<file path="src/rtl/xor_frame_accumulator.sv">
// xor_frame_accumulator
//
// Streaming XOR reduction engine. Words of a frame arrive on a valid/ready
// input; each word is XOR-folded into a running accumulator. When the beat
// marked in_last is accepted, the folded result and the number of beats are
// registered onto a valid/ready output. The block then holds that result and
// accepts no input until the result is taken.
//
// Parameters:
//   WIDTH   - data word width in bits (>= 1)
//   MAX_LEN - maximum countable beats per frame (>= 1); count saturates here
//   CW      - beat count width, derived from MAX_LEN (not overridable)
//
// Ports:
//   clk        rising-edge clock
//   rst        synchronous active-high reset
//   in_valid   input beat valid
//   in_ready   block can accept an input beat (low while in reset)
//   in_data    input word
//   in_last    final beat of the frame
//   out_valid  result valid
//   out_ready  downstream accepts the result
//   out_data   XOR of all beats in the frame
//   out_count  beats in the frame, saturated at MAX_LEN
//   out_err    overflow flag (only when XOR_FA_OVF_ERR_EN is defined)
//
// Optional feature macro: XOR_FA_OVF_ERR_EN
//   When defined, a sticky overflow flag records that a frame carried more
//   than MAX_LEN beats, and it is reported on out_err with the result.
//   When undefined, overlong frames simply saturate out_count.

module xor_frame_accumulator #(
    parameter int WIDTH   = 8,
    parameter int MAX_LEN = 16,
    localparam int CW     = $clog2(MAX_LEN + 1)
) (
    input  logic             clk,
    input  logic             rst,
    input  logic             in_valid,
    output logic             in_ready,
    input  logic [WIDTH-1:0] in_data,
    input  logic             in_last,
    output logic             out_valid,
    input  logic             out_ready,
    output logic [WIDTH-1:0] out_data,
    output logic [CW-1:0]    out_count
`ifdef XOR_FA_OVF_ERR_EN
    ,
    output logic             out_err
`endif
);

    localparam logic [CW-1:0] MAX_CNT = CW'(MAX_LEN);

    typedef enum logic {
        ACCUM,
        HOLD
    } state_t;

    state_t           state;
    logic [WIDTH-1:0] acc;
    logic [CW-1:0]    cnt;

    logic             in_xfer;
    logic             out_xfer;
    logic [WIDTH-1:0] acc_next;
    logic [CW-1:0]    cnt_next;

`ifdef XOR_FA_OVF_ERR_EN
    logic             ovf;
    logic             ovf_next;
`endif

    // Input is only accepted while accumulating and never during reset, so a
    // beat presented alongside rst is not consumed.
    assign in_ready = (state == ACCUM) && !rst;
    assign in_xfer  = in_valid && in_ready;
    assign out_xfer = out_valid && out_ready;

    // A frame starts with cnt == 0, so the first beat replaces the
    // accumulator instead of folding into it. The count stops at MAX_LEN;
    // later beats still fold into the data.
    assign acc_next = (cnt == '0) ? in_data : (acc ^ in_data);
    assign cnt_next = (cnt == MAX_CNT) ? MAX_CNT : (cnt + CW'(1));

`ifdef XOR_FA_OVF_ERR_EN
    // The sticky flag restarts at each frame's first beat. It sets on any
    // beat accepted once the count is already saturated.
    assign ovf_next = ((cnt == '0) ? 1'b0 : ovf) | (cnt == MAX_CNT);
`endif

    // Single FSM register block. In ACCUM, beats fold into acc/cnt. The last
    // beat moves the folded result to the output registers and enters HOLD.
    // HOLD keeps the result stable until the downstream takes it. Reset has
    // priority over any transfer in the same cycle.
    always_ff @(posedge clk) begin
        if (rst) begin
            state     <= ACCUM;
            acc       <= '0;
            cnt       <= '0;
            out_valid <= 1'b0;
            out_data  <= '0;
            out_count <= '0;
`ifdef XOR_FA_OVF_ERR_EN
            ovf       <= 1'b0;
            out_err   <= 1'b0;
`endif
        end else begin
            case (state)
                ACCUM: begin
                    if (in_xfer) begin
                        if (in_last) begin
                            out_data  <= acc_next;
                            out_count <= cnt_next;
                            out_valid <= 1'b1;
                            state     <= HOLD;
                            acc       <= '0;
                            cnt       <= '0;
`ifdef XOR_FA_OVF_ERR_EN
                            out_err   <= ovf_next;
                            ovf       <= 1'b0;
`endif
                        end else begin
                            acc <= acc_next;
                            cnt <= cnt_next;
`ifdef XOR_FA_OVF_ERR_EN
                            ovf <= ovf_next;
`endif
                        end
                    end
                end
                HOLD: begin
                    if (out_xfer) begin
                        out_valid <= 1'b0;
                        state     <= ACCUM;
                    end
                end
                default: begin
                    state     <= ACCUM;
                    out_valid <= 1'b0;
                end
            endcase
        end
    end

endmodule

</file>
<file path="config.mk">
export PLATFORM = sky130hd
export DESIGN_NAME = xor_frame_accumulator
export DESIGN_NICKNAME = d
export VERILOG_FILES = /design/src/rtl/xor_frame_accumulator.sv
export SDC_FILE = /design/constraint.sdc
export NUM_CORES = 1
export LEC_CHECK = 0
export BUFFER_PORTS_ARGS = -buffer_cell sky130_fd_sc_hd__clkbuf_2
export CAP_MARGIN = 20
export CORE_MARGIN = 2
export CORE_UTILIZATION = 35
export DETAILED_ROUTE_END_ITERATION = 16
export HOLD_SLACK_MARGIN = 0.08
export SLEW_MARGIN = 40
export SYNTH_ARGS = -nofsm -noshare
export SYNTH_HDL_FRONTEND = slang
export SYNTH_SLANG_ARGS = --single-unit
</file>
<file path="constraint.sdc">
create_clock -name clk -period 4.5 [get_ports clk]
set_input_delay 0.225 -clock clk [delete_from_list [all_inputs] [get_ports clk]]
set_output_delay 0.225 -clock clk [all_outputs]
set_load 0.01 [all_outputs]
</file>
==> Word level (Yosys, flattened, before mapping) <==
Cells that the tools add are included.
{ "op_classes": {"muxes": 12, "add_sub_neg": 1, "reduce_logical": 8, "bitwise": 2, "eq_ne": 4} }
{ "op_table": {"columns": ["cell", "count"], "rows": [
  ["$mux W8", 2],
  ["$mux W5", 2],
  ["$xor A8 B8 Y8", 1],
  ["$mux W1", 6],
  ["$reduce_and A3 Y1", 2],
  ["$add A5 B1 Y5 const B", 1],
  ["$eq A5 B5 Y1 const B", 1],
  ["$logic_not A5 Y1", 1],
  ["$ne A2 B2 Y1 const B", 2],
  ["$pmux W1 S2", 2],
  ["$logic_and A1 B1 Y1", 3],
  ["$ne A2 B1 Y1 const B", 1],
  ["$reduce_and A2 Y1", 1],
  ["$logic_not A1 Y1", 1],
  ["$not A1 Y1", 1]
]} }
{ "word_totals": {"word_cells": 33, "register_bits": 28, "input_bits": 13} }

==> Logic depth before layout (Yosys ltp) <==
Gate-level depths: netlist (run 1).
{ "depth": {"word_depth": 5, "depth_mapped": 7, "depth_no_buf": 5} }

==> Least setup slack after synthesis (run 1) <==
Ideal clock, no wire load.
{ "synth_path": {"path_kind": "register -> register", "from": "register cnt[0]", "to": "register acc[4]", "setup_time_ps": 106, "path_buffers": 2, "period_less_slack_ps": 1730, "required_time_ps": 4394, "stages_incl_launch_ff": 8, "path_slack_ps": 2770, "arrival_ps": 1624, "cell_sequence": "dfxtp_1 > inv_1 > ha_1 > or4b_1 > buf_6 > buf_8 > xnor2_1 > o311ai_0"} }
{ "synth_via": {"elab_chain_cells": 3} }
{ "synth_lines": {"columns": ["element", "line_no", "rtl"], "rows": [
  ["start, declared", "62", "logic [CW-1:0] cnt;"],
  ["start signal, assigned", "125", "cnt <= cnt_next;"],
  ["$logic_not A5 Y1", "83", "assign acc_next = (cnt == '0) ? in_data : (acc ^ in_data);"],
  ["$mux W8", "83", null],
  ["$mux W8", "112", "if (in_last) begin"],
  ["end signal, assigned", "124", "acc <= acc_next;"],
  ["end, declared", "61", "logic [WIDTH-1:0] acc;"]
]} }
Every way passes these cells.
A chain may end at the register's enable or synchronous reset.

==> Worst setup path in the final report (run 1) <==
{ "layout_path": {"from": "register cnt[0]", "to": "register acc[3]"} }
The elaborated chain is that of the path after synthesis.

==> results of run 1 <==
metrics by stage:
| step | utilization | instance area, um^2 | hold WS [ns] |
|---|---|---|---|
| detailed placement | 0.399 | 1630 | 0.446 |
| floorplan | - | 1510 | 0.422 |
| global placement | 0.399 | 1630 | 0.446 |
| finish | 0.409 | 1670 | 0.275 |
| global route | 0.409 | 1670 | 0.267 |
| CTS | 0.409 | 1670 | 0.276 |
cells by family after synthesis:
group,Yosys count,share of synthesized area
AND/OR/NAND/NOR,77,0.356
XOR/XNOR,10,0.0580
AO/OA/AOI/OAI,30,0.141
buffers and inverters,16,0.0579
flip-flops,28,0.371
adder cells (fa/ha/maj),2,0.0166
state kept, by name, indices dropped and copies added, names as in the netlist:
name	cells
cnt	5
out_data	8
out_count	5
state	1
out_valid	1
acc	8
worst max-delay path: cells and delay by family, from the launching register on:
family	cells	cell delay, ns
simple gates	1	0.92
flops	1	0.34
buf+inv	1	0.09
compound gates	1	0.36
xor+xnor	1	0.22
fa+ha+maj	1	0.17
power groups by stage:
stage / Sequential, mW / Combinational, mW / Clock, mW
after floorplan: 0.279 / 0.0561 / 0
after global placement: 0.277 / 0.0750 / 0
after detailed placement: 0.278 / 0.0779 / 0
after CTS: 0.272 / 0.0781 / 0.140
after global routing: 0.274 / 0.0862 / 0.153
final: 0.272 / 0.0775 / 0.134
per-layer routing:
layer	wire length [um]	GRT usage	vias up	part of all wire
li1	-	-	650	-
met1	1490	0.157	625	0.46
met2	1620	0.259	23	0.50
met3	104	0.0218	2	0.032
met4	24	0.0513	0	0.0074
met5	0	0	-	0
worst max path at each step:
stage               startpoint  depth (start not counted)     end
floorplan               cnt[0]                          7  acc[4]
global placement           rst                          4  acc[0]
detailed placement         rst                          4  acc[0]
CTS                     cnt[0]                          5  acc[3]
global route            cnt[0]                          5  acc[3]
finish                  cnt[0]                          5  acc[3]
area by class of cell:
cell class	count	area share
flip-flops and latches	28	0.336
repair buffers	27	0.0809
well taps	50	0.0375
multi-input cells	119	0.517
inverters	2	0.00449
clock buffers	3	0.0247
layout by cell type (no fill, tap or decap), drive strengths merged, types with 5 or more instances in the layout:
master | Yosys | routed
xnor2 | 8 | 8
nor2 | 16 | 16
clkbuf | 9 | 30
dfxtp | 28 | 28
o21ai | 5 | 5
o311ai | 8 | 8
and4 | 8 | 8
nand2 | 5 | 5
or4b | 9 | 9
nand3b | 14 | 14
nor4 | 8 | 8
nand2b | 9 | 9
a21oi | 5 | 5
a211oi | 10 | 10
==> out/qor.txt, run 1 <==
Power Dens Cells: 290 mW/mm^2
Hold EP: out_valid
Post-Place Cells: 226
FMAX: 451 MHz
CTS root buf: clkbuf_8
Switch share: 0.270
Reg2Reg Capture Point: acc[3]
# H-tree levels: 1
Vias per cell: 5.68
CORE AREA: 0.00409 mm^2
Synthesized area: 0.00151 mm^2
Peak supply drop: 122 uV
Ys Warns: 0
Slew Limit Fails: 0
Worst Hold Path Cells: 4
NumNets Final: 196
Synth area leader: dfxtp_1
Post-synth EDFFs: 0
Int Power: 0.353 mW
Antenna violations before repair: 0
Count of different cell masters after synthesis: 34
Startpoint type of the worst setup path: flop
Port Buf Inserts: 27
Clock Path Buffers: 2
Share of the synthesized area in the top cell type: 0.371
Setup TNS: 0 ns
Part of the Yosys area used for sequential elements: 0.371
Hold wc startpoint: out_ready
First-pass GRT wire length: 5580 um
Most common cell in the netlist: dfxtp_1
Syn_area_per_cell: 9.27 um^2
CP Data Arrival Time: 2.37 ns
DR pass1 iterations: 4
Mapped Nets: 178
Vias in the first global route: 1,275
Largest net degree at the start of global routing: 42
Diodes inserted: 0
Row Count: 23
Die W: 69.7 um
Worst slack at placement: 2.15 ns
Minimum clock period after layout: 2.22 ns
Synth Flop Type: dfxtp_1
Flop pwr share: 0.562
Syn Inst Count: 163
Initial DRC count: 77
RSZ-0062 raised after global routing: false
IO Pins: 28
Share of cells above drive strength 1: 0.229
PnR Total Power: 0.484 mW
Die height: 69.7 um
Async S/R FF share, synth: 0
Logic pwr share: 0.160
Worst hold path type: in2reg
CTS Sinks: 28
Die area: 0.00486 mm^2
GRT overflow: 0
Remaining antenna violation count: 0
Area of the multi-input gates: 863 um^2
Crit path required time: 4.65 ns
Fillers: 422
Hpwl dp: 2150 um
Global Route Usage Sum: 0.139
Top post-synthesis cells by area: dfxtp_1 37%, nand3b_1 7.0%, or4b_1 5.3%
Reg2Reg Setup Slack: 2.28 ns
Reg-to-reg startpoint: cnt[0]
Final GP Congestion: 0.816
Wirelength, routed: 3230 um
Crit path largest cell delay: 0.92 ns
Worst path cell trace: inv_1 -> ha_1 -> or4b_2 -> xnor2_1 -> o311ai_0
P_leak: 0.567 nW
Worst-Margin Slew: 0.695 ns
Final setup fails: 0
Crit Path Max Fanout: 24
Starting Density: 0.370
DRC violations left: 0
CP endpoint kind: flop
Flops & latches, synth: 28
Setup CP Type: reg2reg
WL per Instance: 14.1 um
Post-CTS sizing: 0
Tcrit/Tclk final: 0.493
Layout Cells excl Fill: 229
Final Hold Viols: 0
Clock latency on the worst-skew pair: 0.27 ns
CTS tree: built
Slowest cell on the critical path: or4b_2
Post-Route Skew: 0.00254 ns
Area Overhead vs Synth: 10.5%
Synth top cells by count: 28 x dfxtp_1, 16 x nor2_1, 14 x nand3b_1
Post-CTS setup buffers: 0
Vias: 1,300
Register area: 561 um^2
Setup WS post-layout: 2.28 ns
Reg2Reg Depth: 5
CTS Hold Bufs: 0
Net Switching: 0.131 mW
Clock power share: 0.278
Relative slew slack: 0.537
CTS clk-pin slew, worst paths: 0.09 ns
Inserted Clock Buffers: 3
Max_cap viols: 0
Status: finished clean
(Power assumes the default switching activity.)
==> run 2: changes to the inputs <==
- ABC_AREA: unset -> 1
- clock period: 4.5 -> 1.91 ns (I/O delays scaled with it)
==> run 2 against run 1 <==
Synthesized cell count increased by 37%; maximum frequency increased by 50%; sequential power is 130% higher; worst setup slack worse by 1.8 ns; count of clock-buffer cells in the layout increased by 1; clock skew up 0.0039 ns; clock power grew to 2.8 times the previous value; first-iteration DRC count is 5.2% lower; area after synthesis grew 3.5%; total power is 140% higher.
==> out/qor.txt, run 2 <==
Status: finished clean
Antenna violations before repair: 0 (unchanged)
Async S/R FF share, synth: 0 (unchanged)
Synth top cells by count: 79 x nand2_1, 36 x inv_1, 28 x dfxtp_1
Port Buf Inserts: 27 (unchanged)
Fin Hold WS: 0.0933 ns (-0.182 ns)
CTS clk-pin slew, worst paths: 0.10 ns (about the same)
Synth area leader: dfxtp_1
Flops & latches, synth: 28 (unchanged)
Area Overhead vs Synth: 12.8%
Worst hold path type: in2reg
Share of cells above drive strength 1: 0.226 (-0.00324)
Reg-to-reg startpoint: cnt[0]
Max_cap viols: 0 (unchanged)
Dpl cell area: 0.00171 mm^2 (+4.9%)
Post-CTS setup buffers: 0 (unchanged)
Setup CP Type: reg2reg
Biggest regs: acc: 8 flops, out_data: 8 flops
Worst path cell trace: inv_1 -> ha_1 -> nand3_1 -> a21oi_1 -> nor2_1
Relative slew slack: 0.717 (+0.180)
Syn Inst Count: 224 (+37%)
Most common cell after layout, fill and taps aside: nand2_1
Part of the Yosys area used for sequential elements: 0.358 (-0.0125)
CTS root buf: clkbuf_8
Most common cell in the netlist: nand2_1
CTS Hold Bufs: 0 (unchanged)
Global-route met2 utilization: 0.241 (-0.0176)
Vias in the first global route: 1,270 (-0.39%)
Setup TNS: 0 ns (unchanged)
GRT overflow: 0 (unchanged)
Remaining antenna violation count: 0 (unchanged)
Clock Path Buffers: 2 (unchanged)
CP endpoint kind: flop
CORE AREA: 0.00432 mm^2 (+5.8%)
Crit path required time: 2.09 ns (-2.56 ns)
Largest net degree at the start of global routing: 26 (-38%)
Syn_area_per_cell: 6.98 um^2 (-25%)
RSZ-0062 raised after global routing: false
IO Pins: 28 (unchanged)
# H-tree levels: 1 (unchanged)
Global Route Usage Sum: 0.144 (+0.00516)
First-pass GRT wire length: 5820 um (+4.3%)
Power Dens Cells: 665 mW/mm^2 (+130%)
Die W: 70.8 um (+1.6%)
Final Instance Area: 0.00176 mm^2 (+5.6%)
Commonest cells after routing, fill and taps aside: 79 x nand2_1, 36 x inv_1, 28 x dfxtp_1
Synthesized area: 0.00156 mm^2 (+3.5%)
Post-CTS sizing: 0 (unchanged)
Mapped Nets: 239 (+34%)
Startpoint type of the worst setup path: flop
Worst slack at placement: 0.436 ns (-1.72 ns)
Initial DRC count: 73 (-5.2%)
Crit path largest cell delay: 0.43 ns (-0.49 ns)
Hpwl dp: 2390 um (+11%)
Post-Route Skew: 0.00641 ns (+0.00387 ns)
Met1 Resource Use GR: 0.188 (+0.0304)
P_leak: 0.845 nW (+49%)
Top post-synthesis cells by area: dfxtp_1 36%, nand2_1 19%, inv_1 8.6%
Setup WS post-layout: 0.436 ns (-1.85 ns)
Final setup fails: 0 (unchanged)
Hold wc startpoint: out_ready
Count of different cell masters after synthesis: 25 (-26%)
Wirelength, routed: 3290 um (+1.8%)
Vias per cell: 4.66 (-18%)
Diodes inserted: 0 (unchanged)
CTS Sinks: 28 (unchanged)
GR Layer Usage met3: 0.0313 (+0.00954)
Crit Path Max Fanout: 10 (-58%)
Synth Flop Type: dfxtp_1
FMAX: 678 MHz (+50%)
Slowest cell on the critical path: ha_1
Share of the synthesized area in the top cell type: 0.358 (-0.0125)
Clock latency on the worst-skew pair: 0.28 ns (about the same)
Minimum clock period after layout: 1.47 ns (-0.744 ns)
NumNets Final: 264 (+35%)
CP Data Arrival Time: 1.66 ns (-0.71 ns)
Slew Limit Fails: 0 (unchanged)
Starting Density: 0.362 (-0.00818)
Ys Warns: 0 (unchanged)
GR peak layer: met2
Peak supply drop: 328 uV (+170%)
Worst-Margin Slew: 0.424 ns (-0.270 ns)
Row Count: 24 (+4.3%)
Fillers: 469 (+11%)
DRC violations left: 0 (unchanged)
Final GP Congestion: 0.812 (-0.47%)
Utilization after layout: 0.408 (-0.000771)
Final Hold Viols: 0 (unchanged)
DR pass1 iterations: 4 (unchanged)
Tcrit/Tclk final: 0.772 (+0.279)
Post-synth EDFFs: 0 (unchanged)
Critical path origin: cnt[0]
WL per Instance: 11.0 um (-22%)
Die area: 0.00502 mm^2 (+3.3%)
Inserted Clock Buffers: 3 (unchanged)
Die height: 70.8 um (+1.6%)
Vias: 1,398 (+7.5%)
CTS tree: built
-- run 2: changes by cell type after synthesis, moves of 8 or more --
cell,before,now
xnor2_1,8,0
nand2b_1,9,0
nand4_1,1,10
nor2_1,16,5
a21oi_1,5,20
inv_1,2,36
nand3b_1,14,0
a211oi_1,10,0
or4b_1,8,0
nand3_2,0,9
nand2_1,5,79
-- run 2: cell type report --
type | instances | area, um^2 | share of cell area
Clock buffer | 4 | 55.1 | 0.0312
Inverter | 38 | 143 | 0.0809
Multi-Input combinational cell | 149 | 791 | 0.448
Sequential cell | 28 | 561 | 0.318
Tap cell | 52 | 65.1 | 0.0369
Timing Repair Buffer | 29 | 150 | 0.0851
-- run 2: kinds of logic after synthesis --
| kind of cell | share of synthesized area |
|---|---|
| simple gates | 0.368 |
| flops | 0.358 |
| compound gates | 0.116 |
| fa+ha+maj | 0.0160 |
| buf+inv | 0.136 |
| xor+xnor | 0.00560 |
-- run 2: per-stage QoR --
step,cells,power (mW)
global route,300,1.23
floorplan,224,0.759
global placement,296,0.809
CTS,300,1.19
detailed placement,296,0.810
finish,300,1.17
-- run 2: layer usage --
metal,vias to the layer above,wire length [um],part of all wire
li1,750,-,-
met1,625,1640,0.50
met2,19,1510,0.46
met3,4,109,0.033
met4,0,31,0.0094
met5,-,0,0
-- run 2: worst paths after layout --
path	end	slack (ns)	cells past startpoint
setup / recovery	out_count[2]	0.44	5
setup reg to reg	out_count[2]	0.44	5
hold reg to reg	acc[2]	0.48	2
hold / removal	state	0.09	4
-- run 2: report_power, final --
group          total, mW  internal [mW]  switching (mW)
sequential         0.620          0.606          0.0138
combinational      0.174         0.0651           0.109
clock              0.378          0.185           0.193
total               1.17          0.857           0.316
-- run 2: worst max-delay path: cells and delay by family, from the launching register on --
kind	cells	cell delay (ns)
compound gates	1	0.19
fa+ha+maj	1	0.43
buf+inv	1	0.12
flops	1	0.35
simple gates	2	0.29
